<file path="config.mk">
export PLATFORM = sky130hd
export DESIGN_NAME = dense_fiber_scanner
export DESIGN_NICKNAME = d
export VERILOG_FILES = /design/src/rtl/dense_fiber_scanner_pkg.sv /design/src/rtl/dense_fiber_scanner_reg_fifo.sv /design/src/rtl/dense_fiber_scanner.sv
export SDC_FILE = /design/constraint.sdc
export NUM_CORES = 1
export LEC_CHECK = 0
export BUFFER_PORTS_ARGS = -buffer_cell sky130_fd_sc_hd__clkbuf_2
export CAP_MARGIN = 20
export CORE_AREA = 5 5 160 162
export DETAILED_ROUTE_END_ITERATION = 12
export DIE_AREA = 0 0 165 167
export PLACE_DENSITY_LB_ADDON = 0.05
export SLEW_MARGIN = 20
export SYNTH_ARGS = -nofsm -noshare
export SYNTH_HDL_FRONTEND = slang
export SYNTH_SLANG_ARGS = --single-unit
</file>
<file path="constraint.sdc">
create_clock -name clk -period 6.2 [get_ports clk]
set_input_delay 0.93 -clock clk [delete_from_list [all_inputs] [get_ports clk]]
set_output_delay 0.93 -clock clk [all_outputs]
set_load 0.05 [all_outputs]
</file>
<file path="src/rtl/dense_fiber_scanner_pkg.sv">
// Token encodings and FSM state codes shared by
// the dense fiber scanner and its output FIFOs.
package dense_fiber_scanner_pkg;

  localparam int DFS_DATA_W = 16;
  localparam int DONE_CODE  = 'h100;

  typedef logic [1:0] state_t;

  localparam state_t ST_IDLE  = 2'd0;
  localparam state_t ST_FIBER = 2'd1;
  localparam state_t ST_LOOK  = 2'd2;
  localparam state_t ST_DONE  = 2'd3;

  // MSB of every stream token flags control (stop/Done)
  function automatic int tok_w(input int dw);
    return dw + 1;
  endfunction

endpackage

</file>
<file path="src/rtl/dense_fiber_scanner_reg_fifo.sv">
// Small register FIFO with synchronous clear;
// data appears at dout the cycle after push.
module reg_fifo #(
  parameter int WIDTH = 17,
  parameter int DEPTH = 2
) (
  input  logic             clk,
  input  logic             rst_n,
  input  logic             clr,
  input  logic             push,
  input  logic [WIDTH-1:0] din,
  output logic             full,
  input  logic             pop,
  output logic [WIDTH-1:0] dout,
  output logic             valid
);

  localparam int AW = (DEPTH > 1) ? $clog2(DEPTH) : 1;
  localparam int CW = $clog2(DEPTH + 1);

  logic [WIDTH-1:0] mem [DEPTH];
  logic [AW-1:0]    wp;
  logic [AW-1:0]    rp;
  logic [CW-1:0]    cnt;
  logic             do_push;
  logic             do_pop;

  function automatic logic [AW-1:0] nxt(
    input logic [AW-1:0] p
  );
    return (p == AW'(DEPTH - 1)) ? '0 : p + AW'(1);
  endfunction

  assign full    = (cnt == CW'(DEPTH));
  assign valid   = (cnt != '0);
  assign dout    = mem[rp];
  assign do_push = push & ~full;
  assign do_pop  = pop & valid;

  always_ff @(posedge clk) begin
    if (do_push) mem[wp] <= din;
  end

  always_ff @(posedge clk or negedge rst_n) begin
    if (!rst_n) begin
      wp  <= '0;
      rp  <= '0;
      cnt <= '0;
    end else if (clr) begin
      wp  <= '0;
      rp  <= '0;
      cnt <= '0;
    end else begin
      if (do_push) wp <= nxt(wp);
      if (do_pop)  rp <= nxt(rp);
      if (do_push && !do_pop)
        cnt <= cnt + CW'(1);
      else if (do_pop && !do_push)
        cnt <= cnt - CW'(1);
    end
  end

endmodule

</file>
<file path="src/rtl/dense_fiber_scanner.sv">
// Expands position tokens into dense fibers of
// coord/pos tokens, emitted in lockstep.
module dense_fiber_scanner
  import dense_fiber_scanner_pkg::*;
#(
  parameter int DATA_W     = DFS_DATA_W,
  parameter int FIFO_DEPTH = 2
) (
  input  logic                         clk,
  input  logic                         rst_n,
  input  logic                         clk_en,
  input  logic                         flush,
  input  logic                         tile_en,
  input  logic [DATA_W-1:0]            dim_size,
  input  logic [DATA_W-1:0]            inner_dim_offset,
  input  logic                         root,
  input  logic [tok_w(DATA_W)-1:0]     us_pos_in,
  input  logic                         us_pos_in_valid,
  output logic                         us_pos_in_ready,
  output logic [tok_w(DATA_W)-1:0]     coord_out,
  output logic                         coord_out_valid,
  input  logic                         coord_out_ready,
  output logic [tok_w(DATA_W)-1:0]     pos_out,
  output logic                         pos_out_valid,
  input  logic                         pos_out_ready,
  output logic                         done_pulse
);

  localparam int TW = tok_w(DATA_W);
  localparam logic [DATA_W-1:0] ONE     = DATA_W'(1);
  localparam logic [DATA_W-1:0] DONE_PL = DATA_W'(DONE_CODE);
  localparam logic [TW-1:0]     DN_TOK  = {1'b1, DONE_PL};
  localparam logic [TW-1:0]     S0_TOK  = {1'b1, {DATA_W{1'b0}}};

  state_t            state;
  logic [DATA_W-1:0] idx;
  logic [DATA_W-1:0] base;
  logic [DATA_W-1:0] dim_q;
  logic [DATA_W-1:0] off_q;
  logic              root_q;
  logic              done_owed;

  logic              c_full;
  logic              p_full;
  logic              c_nemp;
  logic              p_nemp;
  logic              adv;
  logic              in_fire;
  logic              push;
  logic              push_done;
  logic [TW-1:0]     tok_c;
  logic [TW-1:0]     tok_p;
  logic [TW-1:0]     look_tok;
  logic [DATA_W-1:0] in_pl;
  logic              in_ctrl;
  logic              in_done;
  logic [DATA_W-1:0] mul_p;
  logic [DATA_W-1:0] mul_d;
  logic [DATA_W-1:0] mul_o;
  logic [DATA_W-1:0] base_nxt;
  logic              idx_last;
  logic              is_idle;
  logic              is_fiber;
  logic              is_look;
  logic              is_done;

  assign is_idle  = (state == ST_IDLE);
  assign is_fiber = (state == ST_FIBER);
  assign is_look  = (state == ST_LOOK);
  assign is_done  = (state == ST_DONE);

  assign in_pl   = us_pos_in[DATA_W-1:0];
  assign in_ctrl = us_pos_in[DATA_W];
  assign in_done = in_ctrl && (in_pl == DONE_PL);

  assign adv = clk_en & tile_en & ~c_full & ~p_full;
  assign us_pos_in_ready = rst_n & adv &
    ((is_idle & ~root) | (is_look & ~root_q));
  assign in_fire = us_pos_in_valid & us_pos_in_ready;

  // Single shared multiplier: live config in IDLE, latched in LOOK
  assign mul_p    = (is_idle & root) ? '0 : in_pl;
  assign mul_d    = is_idle ? dim_size : dim_q;
  assign mul_o    = is_idle ? inner_dim_offset : off_q;
  assign base_nxt = mul_p * mul_d + mul_o;
  assign idx_last = ((idx + ONE) == dim_q);

  assign look_tok = (in_ctrl && !in_done) ?
    {1'b1, in_pl + ONE} : S0_TOK;

  always_comb begin
    push  = 1'b0;
    tok_c = '0;
    tok_p = '0;
    unique case (1'b1)
      is_idle: begin
        if (in_fire && in_ctrl) begin
          push  = 1'b1;
          tok_c = in_done ? DN_TOK : us_pos_in;
          tok_p = tok_c;
        end
      end
      is_fiber: begin
        if (adv && dim_q != '0) begin
          push  = 1'b1;
          tok_c = {1'b0, idx};
          tok_p = {1'b0, base + idx};
        end
      end
      is_look: begin
        if (adv && root_q) begin
          push  = 1'b1;
          tok_c = S0_TOK;
          tok_p = S0_TOK;
        end else if (in_fire) begin
          push  = 1'b1;
          tok_c = look_tok;
          tok_p = look_tok;
        end
      end
      is_done: begin
        if (adv && done_owed) begin
          push  = 1'b1;
          tok_c = DN_TOK;
          tok_p = DN_TOK;
        end
      end
    endcase
  end

  assign push_done = push && (tok_c == DN_TOK);

  always_ff @(posedge clk or negedge rst_n) begin
    if (!rst_n) begin
      state      <= ST_IDLE;
      idx        <= '0;
      base       <= '0;
      dim_q      <= '0;
      off_q      <= '0;
      root_q     <= 1'b0;
      done_owed  <= 1'b0;
      done_pulse <= 1'b0;
    end else if (flush) begin
      state      <= ST_IDLE;
      idx        <= '0;
      base       <= '0;
      dim_q      <= '0;
      off_q      <= '0;
      root_q     <= 1'b0;
      done_owed  <= 1'b0;
      done_pulse <= 1'b0;
    end else begin
      done_pulse <= push_done;
      if (adv) begin
        unique case (1'b1)
          is_idle: begin
            if (root || (in_fire && !in_ctrl)) begin
              root_q <= root;
              dim_q  <= dim_size;
              off_q  <= inner_dim_offset;
              base   <= base_nxt;
              idx    <= '0;
              state  <= (dim_size == '0) ?
                        ST_LOOK : ST_FIBER;
            end else if (in_fire && in_done) begin
              state <= ST_DONE;
            end
          end
          is_fiber: begin
            if (dim_q == '0 || idx_last) begin
              idx   <= '0;
              state <= ST_LOOK;
            end else begin
              idx <= idx + ONE;
            end
          end
          is_look: begin
            if (root_q) begin
              done_owed <= 1'b1;
              state     <= ST_DONE;
            end else if (in_fire) begin
              if (!in_ctrl) begin
                base  <= base_nxt;
                idx   <= '0;
                state <= (dim_q == '0) ?
                         ST_LOOK : ST_FIBER;
              end else if (in_done) begin
                done_owed <= 1'b1;
                state     <= ST_DONE;
              end else begin
                state <= ST_IDLE;
              end
            end
          end
          is_done: begin
            if (done_owed)
              done_owed <= 1'b0;
            else if (!c_nemp && !p_nemp)
              state <= ST_IDLE;
          end
        endcase
      end
    end
  end

  reg_fifo #(
    .WIDTH(TW),
    .DEPTH(FIFO_DEPTH)
  ) u_coord_fifo (
    .clk   (clk),
    .rst_n (rst_n),
    .clr   (flush),
    .push  (push),
    .din   (tok_c),
    .full  (c_full),
    .pop   (coord_out_ready & tile_en),
    .dout  (coord_out),
    .valid (c_nemp)
  );

  reg_fifo #(
    .WIDTH(TW),
    .DEPTH(FIFO_DEPTH)
  ) u_pos_fifo (
    .clk   (clk),
    .rst_n (rst_n),
    .clr   (flush),
    .push  (push),
    .din   (tok_p),
    .full  (p_full),
    .pop   (pos_out_ready & tile_en),
    .dout  (pos_out),
    .valid (p_nemp)
  );

  assign coord_out_valid = c_nemp & tile_en;
  assign pos_out_valid   = p_nemp & tile_en;

endmodule
</file>
==> out/qor.yml <==
grt_remaining_overflow: 0
clock-sinks: 145
synthCells: 1430
ioPinCount: 96
drt_pass1_iterations: 5
final_hold_viol_count: 0
syn_nets: 1658
synth-xor-area-share_pct: 5.09
r2r-start: "state[0]$_DFFE_PN0P_"
start_kind: "flop"
clk_latency_ns: 0.44
synth-edff-count: 68
synth_mux_area_share_pct: 5.30
ff2ff_path_depth: 22
clk_pin_slew_worst_paths_ns: 0.08
antenna_cells: 0
grt_use_total_pct: 30.8
grt_pass1_wl_um: 64700
worstMarginPinSlew_ns: 1.03
hold_buffers: 0
skew_ns: 0.0169
clock.fmax_ghz: 0.166
relSlewSlack_pct: 31.3
fin_crit_ns: 6.02
fp.dieH_um: 167
fin_nets: 1812
dr.first_iter.drc_count: 980
grt_max_degree: 52
end_kind: "flop"
setup_viol: 0
io_buffers: 95
worstPathMaxFanout: 14
die_area_um2: 27600
post-dp-hpwl_um: 33400
outcome: "complete, no violations"
antenna_found_initial: 0
fin_ws_ns: 0.179
clockBufferDepth: 2
synth-adder-area-share_pct: 21.4
via_count: 11500
core_area_um2: 24000
synthSimpleGateAreaFrac_pct: 16.2
drv_slew: 0
htreeDepth: 4
fill_cells: 2066
wirelength_um: 42200
floorplan.initialDensity_pct: 55.4
yosys_warnings: 0
rows: 57
netlist_area_um2: 13300
holdWs_ns: 0.425
vias_per_cell: 5.98
dp_slack_ns: -0.221
rrSetupSlack_ns: 0.18
drc: 0
syn_to_final_growth_pct: 17.2
wl_per_cell_um: 22.0
crit_arrival_ns: 6.37
critPathLaunch: "state[0]$_DFFE_PN0P_"
synth_compound_area_share_pct: 14.7
grt_pass1_vias: 11500
final_layout_size_suffix_gt1_share_pct: 21.9
layout_common_cells: "inv_1, nand2_1, buf_4"
critical_path_required_ns: 6.54
rr_endpoint: "base[15]$_DFFE_PN0P_"
rsz0062_at_grt: "true"
holdCritPathClass: "input port to asynchronous set/reset pin"
cts_tree: "done"
layout_commonest_cell: "inv_1"
drt.antenna.violating_nets: 0
synth_top_family_by_area: "adder cells"
critPathKind: "flop to flop"
die_w_um: 165
ys_ff_latch: 145
finalCritPeriodShare_pct: 97.1
avgSynthCellArea_um2: 9.28
fin_util_pct: 64.9
synth_cell_type_count: 89
cap_violations: 0
gp_congestion: 0.981
cts_buffers: 17
yosysSeqAreaShare_pct: 29.9
cts_root_buf: "clkbuf_16"
async_reset_ff_share_pct: 53.1
ys.flop_type: "dfrtp_1"
[logic make-up (layout without fill, tap and decap cells)]
family | Yosys count | in the layout
adders and majority gates | 170 | 170
xor gates and xnor gates | 74 | 74
and+or+nand+nor | 440 | 440
DFF | 145 | 145
muxes | 64 | 64
buffers and inverters | 249 | 416
AOI/OAI and AO/OA | 288 | 288
[metrics by stage]
step | cells | TNS (ns) | area (µm²)
final | 1921 | 0 | 15600
after floorplan | 1430 | 0 | 13300
after CTS | 1912 | 0 | 15300
after detailed placement | 1880 | -0.329 | 14700
after global routing | 1921 | -0.0184 | 15600
after global placement | 1880 | -0.158 | 14700
[metal layers]
metal  wire length [µm]  track usage (%)  vias to the layer above
met1              17400             40.2                     5629
met4               1660             12.7                        0
met5                  0                0                        -
met2              20600             51.4                      505
li1                   -                -                     5245
met3               2560             4.08                      102
[worst max-delay path by stage]
stage / to / cells past startpoint
finish: base[15]$_DFFE_PN0P_ / 22
global route: base[15]$_DFFE_PN0P_ / 25
CTS: base[15]$_DFFE_PN0P_ / 21
detailed placement: base[15]$_DFFE_PN0P_ / 21
global placement: base[15]$_DFFE_PN0P_ / 22
floorplan: base[15]$_DFFE_PN0P_ / 25
[registers in the layout, summed over array words and instances, names as in the netlist, 2 cells and up]
register and count:
base 16, state 2, u_pos_fifo.mem 34, dim_q 16, u_pos_fifo.cnt 2, idx 16
u_coord_fifo.cnt 2, u_coord_fifo.mem 34, off_q 16
[cell usage after synthesis, types with 4 or more instances]
cell type | count | share of area (%)
and2_1 | 11 | 0.52
fa_1 | 95 | 14
nand2_1 | 148 | 4.2
ha_1 | 75 | 7.1
nor3_1 | 28 | 1.1
mux2i_1 | 14 | 1.1
nand2b_1 | 7 | 0.33
o21ai_0 | 65 | 2.5
nor4_1 | 17 | 0.80
a21oi_1 | 57 | 2.1
nor2b_1 | 26 | 1.2
a22o_1 | 25 | 1.7
o31ai_1 | 7 | 0.40
nand3_1 | 35 | 1.3
a32oi_1 | 7 | 0.46
o21bai_1 | 5 | 0.28
clkbuf_2 | 4 | 0.15
mux2_2 | 49 | 4.2
and3_1 | 6 | 0.28
clkbuf_1 | 48 | 1.4
buf_2 | 11 | 0.41
nand4_1 | 13 | 0.61
o21ai_1 | 10 | 0.38
inv_1 | 175 | 5.0
nor2_1 | 104 | 2.9
a21o_1 | 15 | 0.85
a31oi_1 | 10 | 0.47
dfrtp_1 | 77 | 15
or3_1 | 8 | 0.38
a21boi_0 | 4 | 0.23
o21a_1 | 6 | 0.34
and4_1 | 4 | 0.26
or2_2 | 8 | 0.38
a211oi_1 | 9 | 0.51
or4_1 | 6 | 0.34
xor2_1 | 18 | 1.2
a22oi_1 | 21 | 1.2
buf_1 | 6 | 0.17
edfxtp_1 | 68 | 15
xnor2_1 | 54 | 3.6
[layout make-up]
class	instances	area [µm²]	share of cell area, %
clock inverter	15	161	1.04
timing repair buffer	208	1420	9.14
multi-input combinational	1036	8510	54.7
clock buffer	17	425	2.74
inverter	176	661	4.25
sequential	145	3970	25.5
tap	324	405	2.61
[worst max-delay path: stages, from the launching register on]
cell,delay [ns]
dfrtp_1,0.41
inv_2,0.09
ha_4,0.20
buf_12,0.14
buf_12,0.16
mux2_4,0.35
nand3_1,0.13
fa_1,0.47
fa_1,0.50
fa_1,0.52
inv_1,0.06
fa_1,0.53
inv_1,0.05
fa_1,0.46
fa_2,0.35
xor2_1,0.16
xnor2_1,0.14
xnor2_1,0.26
xnor2_1,0.13
xnor2_1,0.23
xnor3_1,0.28
xnor2_1,0.14
o31ai_1,0.19
[what timing repair did]
action                     CTS  global route
gates resized for setup      4            34
pin swaps                    0            17
buffers inserted             0             8
setup endpoints to repair    1             3
gates cloned                 0             1
Power is left out: the tool's default activity adds up to more than one toggle a clock period on the data nets, which glitch-free logic cannot reach.
